**src/rtl/uart_tx_queue_if.sv**
```systemverilog
// uart_tx_queue_if: push side, status and UART TX handshake of the transmit queue.
interface uart_tx_queue_if #(parameter int ADDR_W = 4);
  logic [7:0]    wr_data;
  logic          wr_en;
  logic          full;
  logic          empty;
  logic [ADDR_W:0] count;
  logic          overflow;
  logic          clr_overflow;
  logic [7:0]    uart_TX;
  logic          uart_en_TX;
  logic          uart_TX_ready;
  modport master (
    output wr_data, wr_en, clr_overflow, uart_TX_ready,
    input  full, empty, count, overflow, uart_TX, uart_en_TX
  );
  modport slave (
    input  wr_data, wr_en, clr_overflow, uart_TX_ready,
    output full, empty, count, overflow, uart_TX, uart_en_TX
  );
endinterface

```
**src/rtl/uart_tx_queue.sv**
```systemverilog
// uart_tx_queue: byte FIFO draining into the UART TX/en_TX/TX_ready handshake, one en_TX pulse per byte.
// Define UART_TXQ_STATS_EN to add the 16-bit sent_count output.
module uart_tx_queue #(
  parameter int DEPTH  = 16,
  parameter int ADDR_W = 4
) (
  input  logic clk,
  input  logic rst,
  uart_tx_queue_if.slave q
`ifdef UART_TXQ_STATS_EN
  ,
  output logic [15:0] sent_count
`endif
);
  typedef enum logic [1:0] {IDLE, ISSUE, WAIT_ACK, WAIT_DONE} state_t;
  state_t            state_q, state_d;
  logic [ADDR_W-1:0] wr_ptr_q, wr_ptr_d, rd_ptr_q, rd_ptr_d;
  logic [ADDR_W:0]   count_q, count_d;
  logic              ovf_q, ovf_d;
  logic [7:0]        tx_q, tx_d;
  logic [1:0]        wait_q, wait_d;
  logic [7:0]        mem [DEPTH];
  logic              full, empty, wr_ok, pop;
  assign full  = count_q == (ADDR_W+1)'(DEPTH);
  assign empty = count_q == '0;
  assign wr_ok = q.wr_en && !full;
  assign pop   = state_q == ISSUE;
  assign q.full       = full;
  assign q.empty      = empty;
  assign q.count      = count_q;
  assign q.overflow   = ovf_q;
  assign q.uart_TX    = tx_q;
  assign q.uart_en_TX = state_q == ISSUE;
  always_comb begin
    wr_ptr_d = wr_ok ? wr_ptr_q + 1'b1 : wr_ptr_q;
    rd_ptr_d = pop ? rd_ptr_q + 1'b1 : rd_ptr_q;
    count_d  = count_q + (ADDR_W+1)'(wr_ok) - (ADDR_W+1)'(pop);
    // A dropped write beats a same-cycle clear
    ovf_d    = (q.wr_en && full) ? 1'b1 : q.clr_overflow ? 1'b0 : ovf_q;
  end
  always_comb begin
    state_d = state_q;
    tx_d    = tx_q;
    wait_d  = wait_q;
    case (state_q)
      IDLE: if (!empty && q.uart_TX_ready) begin
        state_d = ISSUE;
        tx_d    = mem[rd_ptr_q];
      end
      ISSUE: begin
        state_d = WAIT_ACK;
        wait_d  = '0;
      end
      // Give up after 4 cycles without the UART dropping ready; the byte is not re-issued
      WAIT_ACK: if (!q.uart_TX_ready) state_d = WAIT_DONE;
        else if (wait_q == 2'd3) state_d = IDLE;
        else wait_d = wait_q + 1'b1;
      default: state_d = q.uart_TX_ready ? IDLE : WAIT_DONE;
    endcase
  end
  always_ff @(posedge clk or negedge rst) begin
    if (!rst) begin
      state_q  <= IDLE;
      wr_ptr_q <= '0;
      rd_ptr_q <= '0;
      count_q  <= '0;
      ovf_q    <= 1'b0;
      tx_q     <= 8'd0;
      wait_q   <= '0;
    end else begin
      state_q  <= state_d;
      wr_ptr_q <= wr_ptr_d;
      rd_ptr_q <= rd_ptr_d;
      count_q  <= count_d;
      ovf_q    <= ovf_d;
      tx_q     <= tx_d;
      wait_q   <= wait_d;
    end
  end
  always_ff @(posedge clk) begin
    if (wr_ok) mem[wr_ptr_q] <= q.wr_data;
  end
`ifdef UART_TXQ_STATS_EN
  logic [15:0] sent_q;
  always_ff @(posedge clk or negedge rst) begin
    if (!rst) sent_q <= '0;
    else if (pop) sent_q <= sent_q + 16'd1;
  end
  assign sent_count = sent_q;
`endif
endmodule
```
**src/flat_wrapper.sv**
```systemverilog
// flat-port wrapper written by rule: the top's interface ports become plain ports
module uart_tx_queue_flat 
#(
  parameter int DEPTH  = 16,
  parameter int ADDR_W = 4
)
  (clk, rst, q_wr_data, q_wr_en, q_clr_overflow, q_uart_TX_ready, q_full, q_empty, q_count, q_overflow, q_uart_TX, q_uart_en_TX);
  uart_tx_queue_if #(.ADDR_W(ADDR_W)) q_i ();
  input  logic clk;
  input  logic rst;
  input wire logic [$bits(q_i.wr_data)-1:0] q_wr_data;
  input wire logic [$bits(q_i.wr_en)-1:0] q_wr_en;
  input wire logic [$bits(q_i.clr_overflow)-1:0] q_clr_overflow;
  input wire logic [$bits(q_i.uart_TX_ready)-1:0] q_uart_TX_ready;
  output wire logic [$bits(q_i.full)-1:0] q_full;
  output wire logic [$bits(q_i.empty)-1:0] q_empty;
  output wire logic [$bits(q_i.count)-1:0] q_count;
  output wire logic [$bits(q_i.overflow)-1:0] q_overflow;
  output wire logic [$bits(q_i.uart_TX)-1:0] q_uart_TX;
  output wire logic [$bits(q_i.uart_en_TX)-1:0] q_uart_en_TX;
  assign q_i.wr_data = q_wr_data;
  assign q_i.wr_en = q_wr_en;
  assign q_i.clr_overflow = q_clr_overflow;
  assign q_i.uart_TX_ready = q_uart_TX_ready;
  assign q_full = q_i.full;
  assign q_empty = q_i.empty;
  assign q_count = q_i.count;
  assign q_overflow = q_i.overflow;
  assign q_uart_TX = q_i.uart_TX;
  assign q_uart_en_TX = q_i.uart_en_TX;
  uart_tx_queue #(.DEPTH(DEPTH), .ADDR_W(ADDR_W)) u_core (.clk(clk), .rst(rst), .q(q_i));
endmodule
```
**config.mk**
```make
export PLATFORM = sky130hd
export DESIGN_NAME = uart_tx_queue_flat
export DESIGN_NICKNAME = d
export VERILOG_FILES = /design/src/rtl/uart_tx_queue_if.sv /design/src/rtl/uart_tx_queue.sv /design/src/flat_wrapper.sv
export SDC_FILE = /design/constraint.sdc
export NUM_CORES = 1
export LEC_CHECK = 0
export CORE_ASPECT_RATIO = 0.5
export CORE_UTILIZATION = 50
export DETAILED_ROUTE_END_ITERATION = 10
export PLACE_DENSITY = 0.7
export SYNTH_ARGS = -nofsm -noshare
export SYNTH_HDL_FRONTEND = slang
export SYNTH_SLANG_ARGS = --single-unit
export TNS_END_PERCENT = 100
```
**constraint.sdc**
```tcl
create_clock -name clk -period 4.44 [get_ports clk]
set_input_delay 0.888 -clock clk [delete_from_list [all_inputs] [get_ports clk]]
set_output_delay 0.888 -clock clk [all_outputs]
set_load 0.1 [all_outputs]
```
==> key figures, run 1 <==
Run status
  • Status: completed

Placement
  • Post-Place Cell Area: approximately 0.0068 sq mm
  • Final HPWL DP: roughly 7700 microns
  • PortBufs: 29
  • Pre-CTS WS: around 1.1 ns
  • RD Place Congestion: 0.809

Synth
  • Synth warnings: 0
  • Mapped Area: approximately 0.0064 sq mm
  • Mapped Cells: ~330
  • Syn Nets: ~360
  • Mean area per synthesized cell: around 19 sq um
  • Ys flop type: edfxtp_1
  • Seq/Total Area, Yosys: 70.6%
  • Asr flop ratio synth: between 15 and 20%
  • Yosys reg bits: between 150 and 200
  • Post-synth EDFFs: approximately 130
  • Synth cell types: 33

Route
  • Vias per Instance: roughly 5.5
  • First-pass iteration count of the detailed router: 4
  • DR iter-0 viols: between 300 and 400
  • DRC errors left: 0
  • Vias post-DR: around 3100
  • WL final: 11700 microns
  • Routed wire length per instance: ~21 microns
  • Final ANT Viol Nets: 0

STA
  • Setup Viol. Count Final: 0
  • Final setup margin: between 0.9 and 1 ns
  • Worst clock skew: approximately 0.0085 ns
  • F_max: approximately 0.29 GHz
  • Slew @ Worst Pin: between 0.9 and 1 ns
  • Period Utilization, post-route: 78.3%
  • Final hold violations: 0
  • RSZ-0062 raised after global routing: false
  • Setup TNS: 0 ns
  • Tmin final: 3.47 ns
  • Slew HR: roughly a third
  • Final slew viol count: 0

GRT
  • GRT Resource Usage Total: roughly a fifth
  • First-pass GRT wire length: approximately 18000 microns
  • Largest net degree at the start of global routing: 28
  • Number of global-route vias before repair: just over 3000
  • Initial antenna violation count: 0
  • Grt total ovfl: 0

Cells and area
  • # diodes: 0
  • Multi-input logic area: roughly 0.0017 sq mm
  • Fillcell total: around 860
  • Commonest cells after routing, fill and taps aside: 128 x edfxtp_1, 29 x clkdlybuf4s50_1, 25 x dfrtp_1
  • Design Area, Final: around 0.0073 sq mm
  • Storage element area: between 0.004 and 0.005 sq mm
  • Area grow syn2layout: 15.3%
  • Layout cell share with drive strength beyond 1: between 10% and 20%
  • Most common cell after layout, fill and taps aside: edfxtp_1
  • Nets: approximately 400

Clock tree
  • Clk buf depth: 2
  • Reg clk slew, reported paths: approximately 0.060 ns
  • Post-CTS Setup Repair Bufs: 0
  • CTS Buf Count: 17
  • Clock latency on the worst-skew pair: about 0.4 ns
  • PostCTS Resize Cnt: 0
  • CTS tree: done
  • CTS root buffer: clkbuf_16
  • CTS Hold Bufs: 0
  • H-tree Lvls: 4
  • Clk sinks: around 150

Power and ir drop
  • Peak supply drop: ~630 uV
  • Leak: ~0.0026 uW
  • Power per cell area: 718 mW/mm^2

Run
  • Max cap viols: 0

Die
  • Rows: 28
  • Floorplan Core Area: 0.0121 sq mm
  • Die H: roughly 80 microns
  • Die Width: between 150 and 200 microns
  • Die ar.: between 0.01 and 0.015 sq mm
  • I/O Pins: 30
  • Initial Util: a little over half

Worst setup path
  • Crit Path Category: reg2out
  • Largest incremental delay on the critical path: roughly 1.2 ns
  • CP Cell Sequence: nor2b_1, clkdlybuf4s50_1
  • Data required, critical path: between 3 and 4 ns
  • CP Max Fanout: 8
  • CP Launch Type: register
  • CP arrival: ~2.6 ns
  • Crit path capture type: primary output
  • Crit path max-delay cell type: clkdlybuf4s50_1

Min path
  • Min-delay worst type: reg2reg
through the flow:
step / total power (uW) / cells / utilization (%) / hold slack [ns]
2_1_floorplan: 3520 / 333 / - / 0.499
3_3_place_gp: 3900 / 519 / 55.9 / 0.474
3_5_place_dp: 3950 / 519 / 55.9 / 0.479
4_1_cts: 5310 / 551 / 60.6 / 0.492
5_1_grt: 5530 / 551 / 60.6 / 0.525
6_report: 5270 / 551 / 60.6 / 0.482
synthesized netlist by cell type (all sizes together) (3+ instances only):
cell type | n | area (sq um)
nor2 | 4 | 15.0
mux2i | 16 | 160
buf | 14 | 146
nand2 | 16 | 60.1
edfxtp | 128 | 3840
and2 | 8 | 50.1
dfrtp | 26 | 651
o21ai | 14 | 70.1
inv | 17 | 63.8
xnor2 | 7 | 61.3
a21oi | 4 | 20.0
nor3 | 4 | 20.0
nor2b | 3 | 18.8
ha | 12 | 150
xor2 | 3 | 26.3
mux2 | 9 | 101
mux4 | 32 | 777
kinds of logic (layout without fill, tap and decap cells):
group	count (synthesis)	count (layout)	share of synthesized area, %
xor+xnor	10	10	1.38
flops	154	154	70.6
buf+inv	33	86	3.42
fa+ha+maj	13	13	2.67
compound gates	22	22	1.91
mux	57	57	16.3
simple gates	44	44	3.71
final timing paths:
check | startpoint | to | slack [ns] | cells after the start
max | u_core.state_q[0] | q_uart_en_TX | 0.97 | 2
min | u_core.q.uart_TX[5] | u_core.q.uart_TX[5] | 0.48 | 2
max reg2reg | u_core.q.count[2] | u_core.mem[1][7] | 1.66 | 6
min reg2reg | u_core.q.uart_TX[5] | u_core.q.uart_TX[5] | 0.48 | 2
max in group asynchronous | rst | u_core.rd_ptr_q[0] | 3.30 | 2
min in group asynchronous | rst | u_core.q.overflow | 0.86 | 2
area by class of cell:
type / count / share of cell area, %
clock buffer: 18 / 5.84
sequential: 154 / 61.2
tap: 165 / 2.81
clock inverter: 14 / 1.87
inverter: 17 / 0.869
multi-input combinational: 146 / 22.6
timing repair buffer: 37 / 4.77
sequential cells by signal, summed over array words and instances, names as in the netlist:
signal / cells
u_core.mem: 128
u_core.q.uart_TX: 8
u_core.q.count: 5
u_core.rd_ptr_q: 4
u_core.wr_ptr_q: 4
u_core.state_q: 2
u_core.wait_q: 2
u_core.q.overflow: 1
power breakdown:
group / leakage (uW) / switching (uW) / internal, uW
combinational: 0.000875 / 1180 / 731
clock: 0.000273 / 582 / 784
sequential: 0.00147 / 192 / 1810
total: 0.00262 / 1950 / 3320
per-layer routing:
layer / part of all wire, % / vias to the layer above / global-route usage (%) / wire length, microns
li1: - / 1386 / - / -
met1: 44 / 1558 / 27.8 / 5190
met2: 46 / 99 / 30.7 / 5430
met3: 8.4 / 8 / 5.61 / 977
met4: 0.71 / 0 / 5.94 / 83
met5: 0 / - / 0 / 0
critical path, delay by kind of cell, from the launching register on:
kind	cells	cell delay, ns
buf+inv	1	1.24
simple gates	1	0.49
flops	1	0.45
Note: power is estimated with default switching activity, not from simulation.
==> inputs of run 2 (changes only) <==
- PLACE_DENSITY: 0.7 -> 0.73
- clock period: 4.44 -> 3 ns (I/O delays scaled with it)
==> key figures, run 2 (synthesized netlist as in run 1, its figures left out) <==
Run status
  • Status: completed

Worst setup path
  • Buffers & Inverters on Critical Path: 1 (unchanged)
  • CP Launch Type: register
  • Data required, critical path: 3.07 ns (-0.48 ns)
  • Critical path depth: 6 (+4)
  • CP Max Fanout: 8 (unchanged)
  • CP arrival: 2.61 ns (+0.02 ns)
  • Crit path capture type: register
  • CP Cell Sequence: inv_1, ha_1, and4bb_2, nor2b_1, nor3b_1, and2_1
  • Crit Path Category: reg2reg
  • Crit path max-delay cell type: nor3b_1
  • Worst-case reg-to-reg path depth: 6 (unchanged)
  • Delay-heaviest family, CP: simple AND/OR/NAND/NOR gates
  • Largest incremental delay on the critical path: 0.49 ns (-0.75 ns)

Cells and area
  • # diodes: 0 (unchanged)
  • Post-Route Utilization: 60.6% (about the same)
  • Most common cell after layout, fill and taps aside: edfxtp_1
  • Layout cell share with drive strength beyond 1: 23.7% (+6.0 points)
  • Commonest cells after routing, fill and taps aside: 128 x edfxtp_1, 31 x buf_4, 22 x dfrtp_1
  • Biggest register: u_core.mem
  • Nets: 406 (+1.8%)
  • Post-route insts no fill: 558 (+1.3%)
  • Fillcell total: 834 (-2.8%)
  • Area grow syn2layout: 15.4% (about the same)
  • Max reg flops: 128 (unchanged)
  • Multi-input logic area: 0.00167 sq mm (+0.53%)
  • Storage element area: 0.00450 sq mm (about the same)

Power and ir drop
  • Total Power: 7790 uW (+48%)
  • Power per cell area: 1060 mW/mm^2 (+48%)
  • Peak supply drop: 1030 uV (+62%)
  • Leak: 0.00267 uW (+2.0%)

Clock tree
  • Clk buf depth: 2 (unchanged)
  • CTS Buf Count: 17 (unchanged)
  • Reg clk slew, reported paths: 0.06 ns (about the same)
  • PostCTS Resize Cnt: 0 (unchanged)
  • Clock latency on the worst-skew pair: 0.42 ns (about the same)
  • H-tree Lvls: 4 (unchanged)
  • CTS Hold Bufs: 0 (unchanged)
  • CTS tree: done
  • Clk sinks: 154 (unchanged)
  • CTS root buffer: clkbuf_16
  • Post-CTS Setup Repair Bufs: 0 (unchanged)

Route
  • Routed wire length per instance: 21.7 microns (+2.4%)
  • DRC errors left: 0 (unchanged)
  • First-pass iteration count of the detailed router: 5 (+1)
  • Final ANT Viol Nets: 0 (unchanged)
  • WL final: 12100 microns (+3.7%)
  • Vias post-DR: 3141 (+2.9%)
  • Vias per Instance: 5.63 (+1.7%)
  • DR iter-0 viols: 359 (+19%)

STA
  • Slew HR: 45.1% (+10 points)
  • F_max: 0.393 GHz
  • Setup Viol. Count Final: 0 (unchanged)
  • Worst clock skew: 0.00943 ns (+0.000896 ns)
  • Setup TNS: 0 ns (unchanged)
  • Slew @ Worst Pin: 0.823 ns (-0.153 ns)
  • Final hold violations: 0 (unchanged)
  • Hold_ws: 0.492 ns (+0.0101 ns)
  • RSZ-0062 raised after global routing: false
  • Final slew viol count: 0 (unchanged)
  • Tmin final: ~2.5 ns
  • Period Utilization, post-route: a little over four fifths

GRT
  • Largest net degree at the start of global routing: 27 (-3.6%)
  • GRT Resource Usage Total: 20.2% (+0.41 points)
  • Initial antenna violation count: 0 (unchanged)
  • First-pass GRT wire length: 18500 microns (+2.0%)
  • Grt total ovfl: 0 (unchanged)
  • Number of global-route vias before repair: 3159 (+4.3%)

Placement
  • PortBufs: 29 (unchanged)
  • RD Place Congestion: 0.811 (+0.22%)
  • Cells after DPL: 526 (+1.3%)
  • Final HPWL DP: 8060 microns (+4.4%)

Die
  • Die Width: 162 microns (unchanged)
  • Die ar.: 0.0132 sq mm (unchanged)
  • Floorplan Core Area: 0.0121 sq mm (unchanged)
  • Initial Util: 52.5% (unchanged)
  • I/O Pins: 30 (unchanged)
  • Rows: 28 (unchanged)
  • Die H: 81.8 microns (unchanged)

Min path
  • Min-delay worst type: reg2reg
  • Hold path cells: 2 (unchanged)

Run
  • Max cap viols: 0 (unchanged)
-- run 2: cell types whose count changed in the layout (fill, tap and decap cells not counted) --
cell / previous run / this run
buf_12: 0 / 1
buf_4: 8 / 31
clkdlybuf4s50_1: 29 / 12
clkinv_1: 0 / 2
clkinv_2: 1 / 6
clkinv_4: 4 / 2
clkinvlp_4: 2 / 3
dfrtp_1: 25 / 22
dfrtp_2: 1 / 4
inv_6: 6 / 0
nor4b_2: 1 / 0
nor4b_4: 0 / 1
-- run 2: tightest hold or removal path: stages, from the launching register on --
cell	delay [ns]
dfrtp_1	0.34
nand2_1	0.05
o21ai_1	0.06
-- run 2: metal layers --
metal | vias to the layer above | share of wire (%) | GRT usage (%)
met5 | - | 0 | 0
met4 | 0 | 1.6 | 8.68
met3 | 23 | 8.2 | 6.21
met2 | 130 | 44 | 30.0
met1 | 1591 | 46 | 28.1
li1 | 1397 | - | -
-- run 2: per-stage QoR --
stage	setup WS, ns	cell area (sq um)
global placement	0.383	6810
CTS	0.422	7350
global route	0.325	7350
floorplan	0.0564	6390
finish	0.454	7350
detailed placement	0.242	6810
-- run 2: final cells by class --
type | instances | share of cell area, %
Clock buffer | 18 | 5.84
Inverter | 17 | 0.868
Tap cell | 165 | 2.81
Sequential cell | 154 | 61.2
Multi-Input combinational cell | 146 | 22.7
Clock inverter | 14 | 1.46
Timing Repair Buffer | 44 | 5.07
-- run 2: power breakdown --
| part | internal (uW) | switching (uW) | total [uW] |
|---|---|---|---|
| combinational | 1100 | 1690 | 2800 |
| clock | 1120 | 826 | 1950 |
| sequential | 2680 | 366 | 3040 |
| total | 4900 | 2890 | 7790 |
-- run 2: worst paths after layout --
kind,startpoint,to,slack (ns)
worst min-delay path,u_core.q.uart_TX[5],u_core.q.uart_TX[5],0.49
max in group asynchronous,rst,u_core.rd_ptr_q[0],2.15
worst max-delay path,u_core.q.count[2],u_core.mem[2][6],0.45
worst max register to register,u_core.q.count[2],u_core.mem[2][6],0.45
min in group asynchronous,rst,u_core.q.count[3],0.56
worst min register to register,u_core.q.uart_TX[5],u_core.q.uart_TX[5],0.49
